**src/rtl/gcd_req_queue_if.sv**
```systemverilog
// Val/rdy message channel between queue and its neighbours.
// master drives msg/val and samples rdy; slave is the reverse.
interface gcd_req_queue_if #(
  parameter int WIDTH = 32
);
  logic [WIDTH-1:0] msg;
  logic             val;
  logic             rdy;

  modport master (
    output msg,
    output val,
    input  rdy
  );

  modport slave (
    input  msg,
    input  val,
    output rdy
  );
endinterface

```
**src/rtl/gcd_req_queue.sv**
```systemverilog
// In-order elastic request queue in front of GcdUnit.
// Ports: clk, reset (sync, high), enq (slave ch), deq (master ch), count.
module gcd_req_queue #(
  parameter int DEPTH = 4,
  parameter int WIDTH = 32,
  parameter int CW    = $clog2(DEPTH) + 1
) (
  input  logic            clk,
  input  logic            reset,
  gcd_req_queue_if.slave  enq,
  gcd_req_queue_if.master deq,
  output logic [CW-1:0]   count
);
  localparam int AW = $clog2(DEPTH);

  logic [WIDTH-1:0] mem [DEPTH];
  logic [AW-1:0]    wp;
  logic [AW-1:0]    rp;
  logic             full;
  logic             empty;
  logic             enq_fire;
  logic             deq_fire;

  // Ready/valid come from registered count only: no in->out path.
  assign full     = (count == CW'(DEPTH));
  assign empty    = (count == '0);
  assign enq.rdy  = !full;
  assign deq.val  = !empty;
  assign deq.msg  = mem[rp];
  assign enq_fire = enq.val && !full;
  assign deq_fire = deq.rdy && !empty;

  always_ff @(posedge clk) begin
    if (reset) begin
      wp    <= '0;
      rp    <= '0;
      count <= '0;
    end else begin
      if (enq_fire)
        wp <= wp + AW'(1);
      if (deq_fire)
        rp <= rp + AW'(1);
      count <= count
             + CW'(enq_fire)
             - CW'(deq_fire);
    end
  end

  // Storage is not cleared on reset; pointers alone define contents.
  always_ff @(posedge clk) begin
    if (enq_fire && !reset)
      mem[wp] <= enq.msg;
  end
endmodule
```
**src/flat_wrapper.sv**
```systemverilog
// flat-port wrapper written by rule: the top's interface ports become plain ports
module gcd_req_queue_flat 
#(
  parameter int DEPTH = 4,
  parameter int WIDTH = 32,
  parameter int CW    = $clog2(DEPTH) + 1
)
  (clk, reset, count, enq_msg, enq_val, enq_rdy, deq_msg, deq_val, deq_rdy);
  gcd_req_queue_if #(.WIDTH(WIDTH)) enq_i ();
  gcd_req_queue_if #(.WIDTH(WIDTH)) deq_i ();
  input  logic clk;
  input  logic reset;
  output logic [CW-1:0] count;
  input wire logic [$bits(enq_i.msg)-1:0] enq_msg;
  input wire logic [$bits(enq_i.val)-1:0] enq_val;
  output wire logic [$bits(enq_i.rdy)-1:0] enq_rdy;
  output wire logic [$bits(deq_i.msg)-1:0] deq_msg;
  output wire logic [$bits(deq_i.val)-1:0] deq_val;
  input wire logic [$bits(deq_i.rdy)-1:0] deq_rdy;
  assign enq_i.msg = enq_msg;
  assign enq_i.val = enq_val;
  assign enq_rdy = enq_i.rdy;
  assign deq_msg = deq_i.msg;
  assign deq_val = deq_i.val;
  assign deq_i.rdy = deq_rdy;
  gcd_req_queue #(.DEPTH(DEPTH), .WIDTH(WIDTH), .CW(CW)) u_core (.clk(clk), .reset(reset), .enq(enq_i), .deq(deq_i), .count(count));
endmodule
```
**config.mk**
```make
export PLATFORM = sky130hd
export DESIGN_NAME = gcd_req_queue_flat
export DESIGN_NICKNAME = d
export VERILOG_FILES = /design/src/rtl/gcd_req_queue_if.sv /design/src/rtl/gcd_req_queue.sv /design/src/flat_wrapper.sv
export SDC_FILE = /design/constraint.sdc
export NUM_CORES = 1
export LEC_CHECK = 0
export BUFFER_PORTS_ARGS = -buffer_cell sky130_fd_sc_hd__clkbuf_2
export CORE_MARGIN = 1.5
export CORE_UTILIZATION = 60
export DETAILED_ROUTE_END_ITERATION = 10
export GPL_ROUTABILITY_DRIVEN = 0
export PLACE_DENSITY = 0.79
export SYNTH_ARGS = -nofsm -noshare
export SYNTH_HDL_FRONTEND = slang
export SYNTH_SLANG_ARGS = --single-unit
```
**constraint.sdc**
```tcl
create_clock -name clk -period 8.1 [get_ports clk]
set_input_delay 0 -clock clk [delete_from_list [all_inputs] [get_ports clk]]
set_output_delay 0 -clock clk [all_outputs]
set_load 0.05 [all_outputs]
```
==> results_dict.tcl <==
set metrics [dict create \
    hold_violations 0 \
    overflow 0 \
    synth_nets 259 \
    dp_worst_setup_slack_ps 5910 \
    holdPathStages 2 \
    clk_latency_ps 500 \
    utilization_pct 81.0 \
    crit_buf_inv 2 \
    cp_num_cells 3 \
    drive_gt1_share_pct 44.3 \
    ys.flop_type "edfxtp_1" \
    worst_setup_path_end_kind "output pin" \
    grt_max_degree 33 \
    drt_iter0_drc 131 \
    wirelength_um 9150 \
    dieArea_um2 9050 \
    post-route-period-util_pct 30.1 \
    clockBufferDepth 2 \
    required_ps 8100 \
    setup-violations-final 0 \
    final_cell_mix "edfxtp_1 (128), clkbuf_2 (72), dlygate4sd3_1 (36), mux4_2 (32), clkbuf_16 (16)" \
    antenna_cells 0 \
    reg2regPathDepth 9 \
    nNetsFinal 387 \
    clk_pin_slew_ps 60 \
    grtUsageTotal_pct 22.3 \
    first_global_vias 2725 \
    crit_path_max_fanout 19 \
    post_cts_buffers 0 \
    synth_area_um2 5090 \
    finalSetupTns_ps 0 \
    fin_crit_ps 2440 \
    postSynthAreaPerCell_um2 23.6 \
    fin_worst_skew_ps 12.6 \
    power.density_nw_per_um2 349 \
    cts_resized 0 \
    worst_slew_pin_slew_ps 851 \
    synth_warnings 0 \
    hp-class "primary input to register" \
    grt_pass1_wl_um 13900 \
    maxSlewViolCount 0 \
    ir_worst_vdd_mv 0.214 \
    place_inst 394 \
    fin_ws_ps 5660 \
    maxCapViolations 0 \
    postPlaceCellArea_um2 5630 \
    rows 33 \
    cp_cell_sequence "buf_4 > mux4_2 > clkbuf_2" \
    area_growth_pct 30.7 \
    rsz0062_at_grt "no" \
    dp_hpwl_um 5000 \
    postLayoutCellArea_um2 6660 \
    antenna_found_initial 0 \
    max_freq_mhz 410 \
    cts_root_buf "clkbuf_8" \
    synth_seq_cells 137 \
    status "finished, final reports clean" \
    reg2reg_setup_slack_ps 5890 \
    io_buffers 72 \
    crit_path_top_delay_cell "dfxtp_2" \
    cp.arrival_ps 2440 \
    ys_seq_area_share_pct 79.0 \
    cts_tree "yes" \
    die_h_um 95.1 \
    pin_count 73 \
    cts_buffers 17 \
    max_slew_margin_pct 43.3 \
    num_vias 2528 \
    synth_edf_count 128 \
    cellLeakagePower_uw 0.00237 \
    fin_cells 462 \
    slowest_delay_ps 640 \
    die_w_um 95.1 \
    core_um2 8220 \
    start_util_pct 62.0 \
    firstDrtPassIters 4 \
    cts_htree_levels 4 \
    synth.distinct_cells 25 \
    wire_per_inst_um 19.8 \
    synth_cells 216 \
    synthArstFlopShare_pct 0 \
    final_common_cell "edfxtp_1" \
    antenna_left 0 \
    vias_per_cell 5.47 \
    crit_type "register to output pin" \
    start_kind "register" \
    drcViolationCount 0 \
    numClockSinks 137 \
    cp_top_family "buffers and inverters" \
]
-- routing by layer --
layer / share of wire, % / track usage [%] / vias up / wire, um
met3: 4.5 / 6.54 / 6 / 408
met2: 55 / 39.0 / 85 / 5030
met4: 0.73 / 7.84 / 0 / 67
li1: - / - / 1153 / -
met1: 40 / 26.1 / 1284 / 3650
met5: 0 / 0 / - / 0
-- final timing paths --
kind	from	to
worst max-delay path	register	deq_msg[17]
worst min-delay path	enq_msg[3]	u_core.mem[0][3]
worst max register to register	u_core.count[1]	u_core.count[2]
worst min register to register	u_core.wp[1]	u_core.wp[1]
-- logic make-up (layout without fill, tap and decap cells) --
group,after synthesis,in the layout,share of synthesized area [%]
flip-flops,137,137,79.0
AO/OA/AOI/OAI,2,2,0.368
XOR/XNOR,3,3,0.516
adder cells (fa/ha/maj),7,7,1.87
buffers and inverters,14,155,1.30
multiplexers,34,34,14.6
AND/OR/NAND/NOR,19,19,2.31
-- worst reg2reg max path, stage by stage (launching register included) --
cell	delay, ps
dfxtp_1	380
o31a_2	380
ha_1	280
inv_1	60
ha_1	130
inv_1	40
fa_1	380
xor2_1	160
and2_2	200
nor3_1	120
-- where the power goes --
| group | internal [uW] | leakage, uW | switching [uW] | total (uW) |
|---|---|---|---|---|
| logic | 204 | 0.000817 | 396 | 601 |
| clock network | 563 | 0.000315 | 283 | 846 |
| registers | 829 | 0.00124 | 48.7 | 878 |
-- Yosys cell counts, types with 2 or more instances --
library cell	count	area share [%]
buf_4	3	0.44
edfxtp_1	128	75
ha_1	6	1.5
mux4_2	32	14
nor3b_1	4	0.59
clkbuf_1	2	0.15
nand2b_1	2	0.25
xor2_1	2	0.34
dfxtp_1	9	3.5
buf_1	3	0.22
inv_1	5	0.37
nor2_1	7	0.52
-- state kept, by name (all words and copies together), names as in the netlist, named ones only --
register and cells:
u_core.wp 2, u_core.count 3, u_core.rp 2, u_core.mem 128
-- area by class of cell --
type / instances / area (um^2)
Fill cell: 403 / 1560
Clock inverter: 15 / 248
Tap cell: 105 / 131
Clock buffer: 17 / 414
Inverter: 6 / 25.0
Sequential cell: 137 / 4030
Multi-Input combinational cell: 65 / 1020
Timing Repair Buffer: 117 / 788
-- through the flow --
step / power (uW) / hold slack (ps)
2_1_floorplan: 1350 / 98.9
3_3_place_gp: 1470 / 215
3_5_place_dp: 1480 / 219
4_1_cts: 2340 / 235
5_1_grt: 2410 / 236
6_report: 2320 / 256
-- repair_timing --
action                                  in CTS  in global routing
hold buffers                                36                  0
hold endpoints to repair                   137                  0
endpoints found under the setup margin       0                  0
Note: power is estimated with default switching activity, not from simulation.
